File: config.mk
export PLATFORM = sky130hd
export DESIGN_NAME = npu_load_ctrl
export DESIGN_NICKNAME = d
export VERILOG_FILES = /design/src/rtl/npu_pkg.sv /design/src/rtl/npu_addr_gen.sv /design/src/rtl/npu_load_ctrl.sv
export SDC_FILE = /design/constraint.sdc
export NUM_CORES = 1
export LEC_CHECK = 0
export ABC_AREA = 1
export BUFFER_PORTS_ARGS = -buffer_cell sky130_fd_sc_hd__buf_2
export CORE_ASPECT_RATIO = 1.1
export CORE_MARGIN = 2
export CORE_UTILIZATION = 45
export CTS_BUF_LIST = sky130_fd_sc_hd__clkbuf_4 sky130_fd_sc_hd__clkbuf_8
export DETAILED_ROUTE_END_ITERATION = 12
export PLACE_DENSITY_LB_ADDON = 0.25
export SLEW_MARGIN = 30
export SYNTH_ARGS = -nofsm -noshare
export SYNTH_HDL_FRONTEND = slang
export SYNTH_HIERARCHICAL = 1
export SYNTH_SLANG_ARGS = --single-unit
File: constraint.sdc
create_clock -name clk -period 4.6 [get_ports clk]
set_clock_uncertainty 0.15 [all_clocks]
set_input_delay 0.46 -clock clk [delete_from_list [all_inputs] [get_ports clk]]
set_output_delay 0.46 -clock clk [all_outputs]
set_load 0.05 [all_outputs]
File: src/rtl/npu_pkg.sv
// Shared command codes, state encoding, status layout and default sizing
// for the NPU load/run sequencer.
package npu_pkg;

    localparam int unsigned IMG_WORDS_DEF = 224;
    localparam int unsigned WGT_BYTES_DEF = 18815;
    localparam int unsigned IMG_AW_DEF    = 8;
    localparam int unsigned WGT_AW_DEF    = 15;
    localparam int unsigned DATA_W        = 32;
    localparam int unsigned WGT_DW        = 8;
    localparam int unsigned STATUS_W      = 32;

    localparam int unsigned STAT_LOAD_ABORT = 3;
    localparam int unsigned STAT_RUN_ERR    = 4;
    localparam int unsigned STAT_DONE       = 5;

    typedef enum logic [1:0] {
        CMD_IDLE  = 2'd0,
        CMD_LOAD  = 2'd1,
        CMD_RUN   = 2'd2,
        CMD_CLEAR = 2'd3
    } cmd_e;

    typedef enum logic [2:0] {
        ST_IDLE     = 3'd0,
        ST_LOAD_IMG = 3'd1,
        ST_LOAD_WGT = 3'd2,
        ST_LOADED   = 3'd3,
        ST_RUN      = 3'd4,
        ST_DONE     = 3'd5
    } state_e;

    typedef struct packed {
        logic done;
        logic run_err;
        logic load_abort;
    } flags_t;

    function automatic logic [STATUS_W-1:0] pack_status(input state_e st, input flags_t fl);
        logic [STATUS_W-1:0] s;
        s                  = '0;
        s[2:0]             = st;
        s[STAT_LOAD_ABORT] = fl.load_abort;
        s[STAT_RUN_ERR]    = fl.run_err;
        s[STAT_DONE]       = fl.done;
        return s;
    endfunction

endpackage

File: src/rtl/npu_addr_gen.sv
// Loadable SRAM address counter with a registered terminal-count flag.
module npu_addr_gen #(
    parameter int unsigned AW   = 8,
    parameter int unsigned LAST = 0
) (
    input  logic          clk_i,
    input  logic          reset_i,
    input  logic          load_i,
    input  logic [AW-1:0] load_val_i,
    input  logic          inc_i,
    output logic [AW-1:0] count_o,
    output logic          last_o
);

    localparam logic [AW-1:0] LAST_V = AW'(LAST);

    logic [AW-1:0] count_q, count_d;
    logic          last_q;

    always_comb begin
        count_d = count_q;
        if (load_i) begin
            count_d = load_val_i;
        end else if (inc_i) begin
            count_d = count_q + AW'(1);
        end
    end

    always_ff @(posedge clk_i or posedge reset_i) begin
        if (reset_i) begin
            count_q <= '0;
            last_q  <= (LAST_V == '0);
        end else begin
            count_q <= count_d;
            last_q  <= (count_d == LAST_V);
        end
    end

    assign count_o = count_q;
    assign last_o  = last_q;

endmodule

File: src/rtl/npu_load_ctrl.sv
// Host-driven sequencer: streams image words and weight bytes into the NPU
// SRAMs, then launches the compute engine and reports status.
module npu_load_ctrl
    import npu_pkg::*;
#(
    parameter int unsigned IMG_WORDS = IMG_WORDS_DEF,
    parameter int unsigned WGT_BYTES = WGT_BYTES_DEF,
    parameter int unsigned IMG_AW    = IMG_AW_DEF,
    parameter int unsigned WGT_AW    = WGT_AW_DEF
) (
    input  logic                clk,
    input  logic                reset,
    input  logic [DATA_W-1:0]   writedata,
    input  logic [DATA_W-1:0]   control_reg,
    output logic                img_we,
    output logic [IMG_AW-1:0]   img_addr,
    output logic [DATA_W-1:0]   img_wdata,
    output logic                wgt_we,
    output logic [WGT_AW-1:0]   wgt_addr,
    output logic [WGT_DW-1:0]   wgt_wdata,
    output logic                npu_start,
    input  logic                npu_done,
    output logic [STATUS_W-1:0] status
);

    state_e                state_q, state_d;
    cmd_e                  cmd_last_q;
    flags_t                flags_q, flags_d;
    logic                  img_we_q, img_we_d;
    logic [IMG_AW-1:0]     img_addr_q, img_addr_d;
    logic [DATA_W-1:0]     img_wdata_q, img_wdata_d;
    logic                  wgt_we_q, wgt_we_d;
    logic [WGT_AW-1:0]     wgt_addr_q, wgt_addr_d;
    logic [WGT_DW-1:0]     wgt_wdata_q, wgt_wdata_d;
    logic                  npu_start_q, npu_start_d;
    logic [STATUS_W-1:0]   status_q, status_d;

    logic                  img_ld, img_inc, img_last;
    logic [IMG_AW-1:0]     img_ld_val, img_cnt;
    logic                  wgt_ld, wgt_inc, wgt_last;
    logic [WGT_AW-1:0]     wgt_cnt;
    logic                  start_load, start_run, abort;

    cmd_e                  cmd_c;
    logic                  is_load_c, load_edge_c, run_edge_c;
    logic                  ctrl_unused;

    assign cmd_c       = cmd_e'(control_reg[1:0]);
    assign ctrl_unused = ^control_reg[DATA_W-1:2];
    assign is_load_c   = (cmd_c == CMD_LOAD);
    // LOADED/DONE only react to a command that was not already held last cycle.
    assign load_edge_c = is_load_c && (cmd_last_q != CMD_LOAD);
    assign run_edge_c  = (cmd_c == CMD_RUN) && (cmd_last_q != CMD_RUN);

    npu_addr_gen #(.AW(IMG_AW), .LAST(IMG_WORDS - 1)) u_img_addr (
        .clk_i      (clk),
        .reset_i    (reset),
        .load_i     (img_ld),
        .load_val_i (img_ld_val),
        .inc_i      (img_inc),
        .count_o    (img_cnt),
        .last_o     (img_last)
    );

    npu_addr_gen #(.AW(WGT_AW), .LAST(WGT_BYTES - 1)) u_wgt_addr (
        .clk_i      (clk),
        .reset_i    (reset),
        .load_i     (wgt_ld),
        .load_val_i ('0),
        .inc_i      (wgt_inc),
        .count_o    (wgt_cnt),
        .last_o     (wgt_last)
    );

    always_comb begin
        state_d     = state_q;
        flags_d     = flags_q;
        img_we_d    = 1'b0;
        img_addr_d  = img_addr_q;
        img_wdata_d = img_wdata_q;
        wgt_we_d    = 1'b0;
        wgt_addr_d  = wgt_addr_q;
        wgt_wdata_d = wgt_wdata_q;
        npu_start_d = 1'b0;
        img_ld      = 1'b0;
        img_ld_val  = '0;
        img_inc     = 1'b0;
        wgt_ld      = 1'b0;
        wgt_inc     = 1'b0;
        start_load  = 1'b0;
        start_run   = 1'b0;
        abort       = 1'b0;

        if (cmd_c == CMD_CLEAR) begin
            state_d = ST_IDLE;
            flags_d = '0;
            img_ld  = 1'b1;
            wgt_ld  = 1'b1;
        end else begin
            case (state_q)
                ST_IDLE: begin
                    start_load = is_load_c;
                    if (cmd_c == CMD_RUN) flags_d.run_err = 1'b1;
                end
                ST_LOADED, ST_DONE: begin
                    start_load = load_edge_c;
                    start_run  = run_edge_c;
                end
                ST_LOAD_IMG: begin
                    if (is_load_c) begin
                        img_we_d    = 1'b1;
                        img_addr_d  = img_cnt;
                        img_wdata_d = writedata;
                        if (img_last) begin
                            state_d = ST_LOAD_WGT;
                            img_ld  = 1'b1;
                            wgt_ld  = 1'b1;
                        end else begin
                            img_inc = 1'b1;
                        end
                    end else begin
                        abort = 1'b1;
                    end
                end
                ST_LOAD_WGT: begin
                    if (is_load_c) begin
                        wgt_we_d    = 1'b1;
                        wgt_addr_d  = wgt_cnt;
                        wgt_wdata_d = writedata[WGT_DW-1:0];
                        if (wgt_last) begin
                            state_d = ST_LOADED;
                            wgt_ld  = 1'b1;
                        end else begin
                            wgt_inc = 1'b1;
                        end
                    end else begin
                        abort = 1'b1;
                    end
                end
                ST_RUN: begin
                    if (npu_done) begin
                        state_d      = ST_DONE;
                        flags_d.done = 1'b1;
                    end
                end
                default: state_d = ST_IDLE;
            endcase

            // Image beat 0 is written on the same edge that starts the load.
            if (start_load) begin
                state_d     = ST_LOAD_IMG;
                flags_d     = '0;
                img_we_d    = 1'b1;
                img_addr_d  = '0;
                img_wdata_d = writedata;
                img_ld      = 1'b1;
                img_ld_val  = IMG_AW'(1);
                wgt_ld      = 1'b1;
            end else if (start_run) begin
                state_d     = ST_RUN;
                npu_start_d = 1'b1;
            end

            if (abort) begin
                state_d            = ST_IDLE;
                flags_d.load_abort = 1'b1;
                if (cmd_c == CMD_RUN) flags_d.run_err = 1'b1;
                img_ld             = 1'b1;
                wgt_ld             = 1'b1;
            end
        end

        status_d = pack_status(state_d, flags_d);
    end

    always_ff @(posedge clk or posedge reset) begin
        if (reset) begin
            state_q     <= ST_IDLE;
            cmd_last_q  <= CMD_IDLE;
            flags_q     <= '0;
            img_we_q    <= 1'b0;
            img_addr_q  <= '0;
            img_wdata_q <= '0;
            wgt_we_q    <= 1'b0;
            wgt_addr_q  <= '0;
            wgt_wdata_q <= '0;
            npu_start_q <= 1'b0;
            status_q    <= '0;
        end else begin
            state_q     <= state_d;
            cmd_last_q  <= cmd_c;
            flags_q     <= flags_d;
            img_we_q    <= img_we_d;
            img_addr_q  <= img_addr_d;
            img_wdata_q <= img_wdata_d;
            wgt_we_q    <= wgt_we_d;
            wgt_addr_q  <= wgt_addr_d;
            wgt_wdata_q <= wgt_wdata_d;
            npu_start_q <= npu_start_d;
            status_q    <= status_d;
        end
    end

    assign img_we    = img_we_q;
    assign img_addr  = img_addr_q;
    assign img_wdata = img_wdata_q;
    assign wgt_we    = wgt_we_q;
    assign wgt_addr  = wgt_addr_q;
    assign wgt_wdata = wgt_wdata_q;
    assign npu_start = npu_start_q;
    assign status    = status_q;

endmodule

### Word-level counts from Yosys, hierarchy flattened

Index checks and enable logic that the tools add are counted.

* add/sub/neg operators: 2
* eq/ne operators: 12
* mux-type cells: 66
* bitwise gates (word level): 1
* reductions and logical operators: 10

Operators with widths (count)
* $mux W32: 3
* $mux W1: 41
* $mux W8: 5
* $mux W3: 11
* $mux W15: 2
* $add A15 B1 Y15 const B: 1
* $eq A15 B15 Y1 const B: 1
* $pmux W3 S4: 1
* $add A8 B1 Y8 const B: 1
* $eq A8 B8 Y1 const B: 1
* $eq A3 B2 Y1 const B: 2
* $eq A3 B3 Y1 const B: 2
* $reduce_and A3 Y1: 2
* $eq A2 B2 Y1 const B: 2
* $pmux W1 S2: 2
* $reduce_bool A2 Y1: 2
* $reduce_or A2 Y1: 2
* $eq A3 B1 Y1 const B: 1
* $logic_not A3 Y1: 1
* $reduce_or A3 Y1: 1
* $eq A2 B1 Y1 const B: 1
* $logic_and A1 B1 Y1: 2
* $mux W2: 1
* $ne A2 B1 Y1 const B: 1
* 2 further kinds: 2

* register bits after elaboration: 105

### Logic depth before layout (Yosys ltp)

Gate-level depths: netlist of the first run.

* depth in word-level cells: 9
* depth in mapped cells: 20

### Modules after synthesis

Netlist of the first run, hierarchy kept.

Modules (own cells, without submodules)
* npu_load_ctrl: instances 1, cells an instance 364, area an instance 3348.2 sq um, sequential area each 1851.8 sq um
* npu_addr_gen at u_wgt_addr: instances 1, cells an instance 169, area an instance 1129.8 sq um, sequential area each 400.4 sq um
* npu_addr_gen at u_img_addr: instances 1, cells an instance 82, area an instance 591.8 sq um, sequential area each 225.2 sq um

### Worst setup path before layout of the first run

OpenSTA, ideal clock, no wires.

* kind: reg-to-reg
* from: register state_q[1]
* to: register u_wgt_addr.last_q, in the netlist u_wgt_addr/last_o
* library setup time: 0.069 ns
* arrival: 2.385 ns
* required time: 4.381 ns
* path slack: 1.997 ns
* cell stages (with the launch flop): 21
* period minus slack after synthesis: 2.603 ns
* cells stage by stage: dfrtp_1 buf_6 nand2_1 nand2_1 nor2_1 nand2_1 nand2_1 nor2_1 nand3b_1 buf_6 inv_2 buf_4 nand3_1 nand2_1 nor2_1 nand2_1 nor2_1 nand3_1 nor2_1 nand3_1 nor2_2

* longest elaborated chain between the ends: 9

RTL lines
* from (decl): RTL line npu_load_ctrl.sv:26 `state_e state_q, state_d;`
* from (signal assigned): RTL line npu_load_ctrl.sv:190 `state_q <= state_d;`
* $eq A3 B2 Y1 / $eq A3 B3 Y1 (equally long branches): RTL line npu_load_ctrl.sv:100 `case (state_q)`
* $reduce_or A2 Y1: RTL line npu_load_ctrl.sv:100
* $pmux W1 S2: RTL line npu_load_ctrl.sv:100
* $mux W1: RTL line npu_load_ctrl.sv:94 `if (cmd_c == CMD_CLEAR) begin`
* $mux W1: RTL line npu_load_ctrl.sv:150 `if (start_load) begin`
* $mux W1 (*): RTL line npu_load_ctrl.sv:164 `if (abort) begin`
* $mux W1 (*): RTL line npu_load_ctrl.sv:94
* named net wgt_ld: RTL line npu_load_ctrl.sv:40 `logic wgt_ld, wgt_inc, wgt_last;`
* $mux W15 (*): RTL line npu_addr_gen.sv:22 `if (load_i) begin`
* $eq A15 B15 Y1 (*): RTL line npu_addr_gen.sv:35 `last_q <= (count_d == LAST_V);`
* to (signal assigned): RTL line npu_addr_gen.sv:32 `last_q <= (LAST_V == '0);`
* to (signal assigned): RTL line npu_addr_gen.sv:35
* to (decl): RTL line npu_addr_gen.sv:18 `logic last_q;`

Mark *: on every way through the listed nets, which the timed path passes. The rest lies on a longest branch. The select of a mux whose other input is x is not followed.
A chain may end at the register's enable or synchronous reset.

### Final worst setup path of the first run

Ends and elaborated chain as after synthesis.

==> metrics.txt, run 1 <==
status finished, final reports clean; Async SR Flop Fraction 1.00; CTS buffer count 9; fmax 295 MHz; crit path launch type flop; reg2reg start state_q[1]$_DFF_PP0_; Post-synth EDFFs 0; Chip Height 115 µm; Final min period 3.39 ns; R2R depth 17; post-route antenna net violation count 0; Root Buffer clkbuf_8; number of post-CTS setup repair buffers 0; commonest non-fill, non-tap cell in the layout nand2_1; most frequent cells in the layout 208 x nand2_1, 108 x buf_2, 99 x dfrtp_1; max cap viols 0; final hold violation count 0; Core Region 0.0110 mm²; initial antenna violation count 0; ANT cells 0; vias in the first global route 4069; Required @ worst endpoint 4.75 ns; Post-Syn Instances 615; RR Endpoint u_wgt_addr/last_o$_DFF_PP0_; Row Count 40; H-tree depth 3; hold path endpoint cmd_last_q[0]$_DFF_PP0_; Final period util 0.736; fin nets 809; CP Max Fanout 22; vias per cell 4.61; hold depth 1; Worst Tran Pin Value 0.822 ns; endpoints failing setup 0; Top FF cell, synth dfrtp_1; worst skew pair latency 0.36 ns; DR WL/cell 11.8 µm; Iter 0 DRT Violations 190; sequential share of the synthesized area 0.489; Slew Limit Fails 0; Worst Path Class, Setup reg -> reg; I/O pins 165; Reg clk slew, reported paths 0.09 ns; Worst Path Arrival 3.53 ns; die width 105 µm; Worst VDD drop 0.000314 V; mapped cell area 0.00507 mm²; Port Buffers 108; CTS tree built; first-pass GRT wire length 18100 µm; critical path endpoint category flop; RSZ-0062 raised after global routing false; distinct cell type count after synthesis 39; layout cells sized above 1 0.263; Initial Util 0.463; HPWL Detailed 7820 µm; # clock sinks 99; grt ovf 0; HP Class in -> reg; dominant cells by area after synthesis dfrtp_1 49%, nand2_1 15%, inv_1 5.9%; vias 4108; deepest clock path buffer count 2; total length of routed wires 10500 µm; Die ar. 0.0121 mm²; syn_area_per_cell 8.24 µm²; Yosys top cell by area dfrtp_1; worst hold slack 0.102 ns; leakage power 3.30 nW; DRC 0; #FFs+latches synth 99; pwr dens 560 mW/mm²; Slew HR 0.452; Area growth syn-to-layout 15.4%; setup TNS 0 ns; R2R setup slack 1.21 ns; First-pass DRT Iterations 6; total track usage 0.184; largest net degree at the start of global routing 66; share of the synthesized area in the top cell type 0.489; GPL Wtd Cong 0.824; yosys warns 6; min-delay src control_reg[0]
-- where the power goes --
| group | total (mW) | switching, mW | leakage (nW) | internal [mW] |
|---|---|---|---|---|
| logic | 1.42 | 1.08 | 1.93 | 0.337 |
| registers | 1.25 | 0.160 | 1.26 | 1.09 |
| clock network | 0.604 | 0.299 | 0.109 | 0.305 |
| total | 3.27 | 1.54 | 3.30 | 1.73 |
-- critical path, stage by stage (launching register included) --
cell and delay [ns]:
dfrtp_1 0.55, nand2_1 0.12, nand2_1 0.09, nor2_1 0.07, nand2_1 0.13, nand2_1 0.32
nor2_1 0.23, nand3b_1 0.36, inv_2 0.43, or2_2 0.18, nand2_1 0.06, nor2_1 0.11
nand2_1 0.06, nor2_1 0.09, nand3_1 0.09, nor2_1 0.09, nand3_1 0.11, nor2_2 0.09
-- final cells by class --
cell class / instances / area, µm²
Fill cell: 1044 / 5110
Clock inverter: 7 / 91.3
Timing Repair Buffer: 111 / 566
Tap cell: 147 / 184
Multi-Input combinational cell: 434 / 2090
Inverter: 85 / 322
Clock buffer: 9 / 124
Sequential cell: 99 / 2480
-- registers in the layout (all words and copies together), names as in the netlist --
name and count:
cmd_last_q 2, flags_q 1, img_addr 8, img_wdata 32, img_we 1, npu_start 1, state_q 2, status 3
u_img_addr/count_o 8, u_img_addr/last_o 1, u_wgt_addr/count_o 15, u_wgt_addr/last_o 1, wgt_addr 15, wgt_wdata 8, wgt_we 1
-- layer usage --
metal  global-route usage  share of wire  vias to the layer above
met3               0.0425          0.050                       12
met2                0.315           0.48                      121
li1                     -              -                     2069
met5                    0              0                        -
met1                0.229           0.45                     1906
met4               0.0640          0.016                        0
-- how the worst max path moves through the flow --
stage                               startpoint                           to  slack [ns]  cells after the start
after global placement          control_reg[1]  u_wgt_addr/last_o$_DFF_PP0_        1.18                     18
after CTS                 state_q[1]$_DFF_PP0_  u_wgt_addr/last_o$_DFF_PP0_        1.19                     17
after global routing      state_q[1]$_DFF_PP0_  u_wgt_addr/last_o$_DFF_PP0_        0.87                     17
after detailed placement        control_reg[1]  u_wgt_addr/last_o$_DFF_PP0_        1.17                     18
final                     state_q[1]$_DFF_PP0_  u_wgt_addr/last_o$_DFF_PP0_        1.21                     17
after floorplan           state_q[1]$_DFF_PP0_  u_wgt_addr/last_o$_DFF_PP0_        2.00                     20
-- logic make-up after synthesis --
group | share of synthesized area
and+or+nand+nor | 0.287
buffers and inverters | 0.135
DFF | 0.489
AOI/OAI and AO/OA | 0.0842
adders and majority gates | 0.00494
other | 0.000740
-- metrics by stage --
step / utilization / worst slack [ns] / cell area [µm²] / std cells / total power, mW
2_1_floorplan: - / 2.00 / 5250 / 662 / 2.42
3_3_place_gp: 0.513 / 1.18 / 5630 / 875 / 2.66
3_5_place_dp: 0.513 / 1.17 / 5630 / 875 / 2.69
4_1_cts: 0.534 / 1.19 / 5850 / 892 / 3.30
5_1_grt: 0.534 / 0.875 / 5850 / 892 / 3.48
6_report: 0.534 / 1.21 / 5850 / 892 / 3.27
-- synthesized netlist by cell type, types with 2 or more instances --
library cell and count:
nand2_1 208, dfrtp_1 99, inv_1 80, nor2_1 33, nand3_1 31, buf_4 29, o21ai_2 28, a21oi_1 15
or2_2 9, nand3_2 8, o21ai_0 8, buf_6 7, nand2_2 7, nand4_1 7, nor2_2 5, nor2_4 4
nor3_1 4, o21ai_1 4, buf_2 3, inv_2 3, o21bai_1 3, clkbuf_1 2, ha_1 2
-- timing repair --
item	in CTS	in global routing
endpoints found under the hold margin	9	0
gates resized for setup	0	0
hold buffers	1	0
(Power assumes the default switching activity.)
==> run 2: changes to the inputs <==
==> constraint.sdc (replaced) <==
create_clock -name clk -period 3 [get_ports clk]
set_clock_uncertainty 0.15 [all_clocks]
set_input_delay 0.3 -clock clk [delete_from_list [all_inputs] [get_ports clk]]
set_output_delay 0.3 -clock clk [all_outputs]
set_load 0.05 [all_outputs]
==> run 2 against run 1 <==
Against the previous run: first-iteration DRC count is 42% higher; sequential share of layout area is 2.4 points lower; critical path depth shrank 1; highest routed layer unchanged; worst setup slack got worse by 0.88 ns.
==> metrics.txt, run 2 (same netlist as run 1, synthesis figures left out) <==
status finished, final reports clean; fin nets 846 (+4.6%); Worst VDD drop 0.000595 V (+89%); worst slack, placed 0.473 ns (-0.693 ns); commonest non-fill, non-tap cell in the layout nand2_1; Required @ worst endpoint 3.15 ns (-1.60 ns); Worst Path Class, Setup in -> reg; Slew HR 0.521 (+0.0690); DR WL/cell 12.2 µm (+2.9%); Worst Tran Pin Value 0.718 ns (-0.105 ns); worst path cell trace dlygate4sd3_1 > buf_2 > inv_1 > nor2_1 > nand3_1 > nand2_1 > nor2_1 > nand3b_1 > inv_2 > buf_4 > or2_2 > nand2_1 > nand2_1 > nor2_1 > nand3_1 > nor2_2; DP Cell Count 882 (+0.80%); First-pass DRT Iterations 4 (-2); # clock sinks 99 (unchanged); CTS tree built; setup TNS 0 ns (unchanged); total length of routed wires 11300 µm (+7.0%); HP Class in -> reg; Chip Height 115 µm (unchanged); DRC 0 (unchanged); die width 105 µm (unchanged); Reg clk slew, reported paths 0.09 ns (about the same); PnR worst setup slack 0.332 ns (-0.882 ns); Iter 0 DRT Violations 270 (+42%); post-route antenna net violation count 0 (unchanged); grt ovf 0 (unchanged); max cap viols 0 (unchanged); Post-CTS Resized 0 (unchanged); critical path endpoint category flop; max incr delay on CP 0.52 ns (-0.03 ns); Final period util 0.889; Core Util, Final 0.566 (+0.0320); CTS buffer count 9 (unchanged); endpoints failing setup 0 (unchanged); total track usage 0.196 (+0.0117); Crit-path slowest cell dlygate4sd3_1; initial antenna violation count 0 (unchanged); leakage power 3.45 nW (+4.5%); layout cells sized above 1 0.259 (-0.00444); Row Count 40 (unchanged); max reg flops 32 (unchanged); deepest clock path buffer count 2 (unchanged); pwr dens 814 mW/mm² (+45%); I/O pins 165 (unchanged); fmax 375 MHz; worst skew pair latency 0.37 ns (about the same); RSZ-0062 raised after global routing false; largest net degree at the start of global routing 45 (-32%); ANT cells 0 (unchanged); vias per cell 4.56 (-1.0%); crit path launch type primary input; Worst Path Arrival 2.82 ns (-0.71 ns); vias in the first global route 4171 (+2.5%); Root Buffer clkbuf_8; first-pass GRT wire length 19000 µm (+5.5%); Core Region 0.0110 mm² (unchanged); GPL Wtd Cong 0.842 (+2.2%); worst path bufs/invs 5 (+4); CP Max Fanout 15 (-32%); most frequent cells in the layout 208 x nand2_1, 108 x buf_2, 99 x dfrtp_1; Area growth syn-to-layout 22.3%; family with the most delay on the worst path simple AND/OR/NAND/NOR gates; final hold violation count 0 (unchanged); vias 4231 (+3.0%); fin cells 928 (+4.0%); HPWL Detailed 7940 µm (+1.5%); Final min period 2.67 ns; Initial Util 0.463 (unchanged); H-tree depth 3 (unchanged); Die ar. 0.0121 mm² (unchanged); Slew Limit Fails 0 (unchanged); Total Power 5.05 mW (+54%); Port Buffers 108 (unchanged)
==> run 2: cell count changes in the layout (fill, tap and decap cells not counted), sizes merged <==
cell	delta
clkinvlp	+1
clkbuf	+1
bufinv	-1
buf	+7
clkinv	-2
dlygate4sd3	+30
==> run 2: routing by layer <==
| metal | track usage | wire, µm | vias to the layer above |
|---|---|---|---|
| met2 | 0.333 | 5410 | 119 |
| met5 | 0 | 0 | - |
| met3 | 0.0329 | 477 | 15 |
| met1 | 0.246 | 5200 | 1954 |
| met4 | 0.0862 | 197 | 0 |
| li1 | - | - | 2143 |
==> run 2: worst reg2reg max path, delay by kind of cell (launching register included) <==
kind	cells	cell delay [ns]
DFF	1	0.58
buffers and inverters	2	0.38
AOI/OAI and AO/OA	1	0.17
and+or+nand+nor	12	1.24
==> run 2: path summary, 6_finish.rpt <==
| kind | from | endpoint | slack, ns | depth (start not counted) |
|---|---|---|---|---|
| max | control_reg[0] | u_wgt_addr/last_o$_DFF_PP0_ | 0.33 | 16 |
| min | writedata[1] | wgt_wdata[1]$_DFFE_PP0P_ | 0.02 | 3 |
| max reg2reg | state_q[1]$_DFF_PP0_ | u_wgt_addr/last_o$_DFF_PP0_ | 0.43 | 15 |
| min reg2reg | wgt_addr[6]$_DFFE_PP0P_ | wgt_addr[6]$_DFFE_PP0P_ | 0.33 | 2 |
| max in group asynchronous | reset | wgt_addr[8]$_DFFE_PP0P_ | 1.54 | 4 |
| min in group asynchronous | reset | u_img_addr/count_o[1]$_DFF_PP0_ | 0.30 | 3 |
==> run 2: timing repair <==
action	4_1_cts	5_1_grt
hold buffers	31	0
buffers inserted	0	0
hold endpoints to repair	87	0
==> run 2: power breakdown <==
| group | total [mW] | internal (mW) | switching [mW] |
|---|---|---|---|
| logic | 2.24 | 0.561 | 1.68 |
| registers | 1.93 | 1.67 | 0.256 |
| clock network | 0.878 | 0.408 | 0.470 |
| total | 5.05 | 2.64 | 2.40 |
==> run 2: layout make-up <==
class / count / area [µm²]
clock buffer: 10 / 138
clock inverter: 5 / 62.6
fill: 996 / 4760
inverter: 85 / 322
multi-input combinational: 434 / 2090
sequential: 99 / 2480
tap: 147 / 184
timing repair buffer: 148 / 931
==> run 2: stage by stage <==
stage               hold WS [ns]  cell area, µm²
finish                    0.0215            6200
global route              0.0172            6200
CTS                      0.00984            6200
detailed placement         0.160            5690
global placement           0.158            5690
floorplan                -0.0221            5250
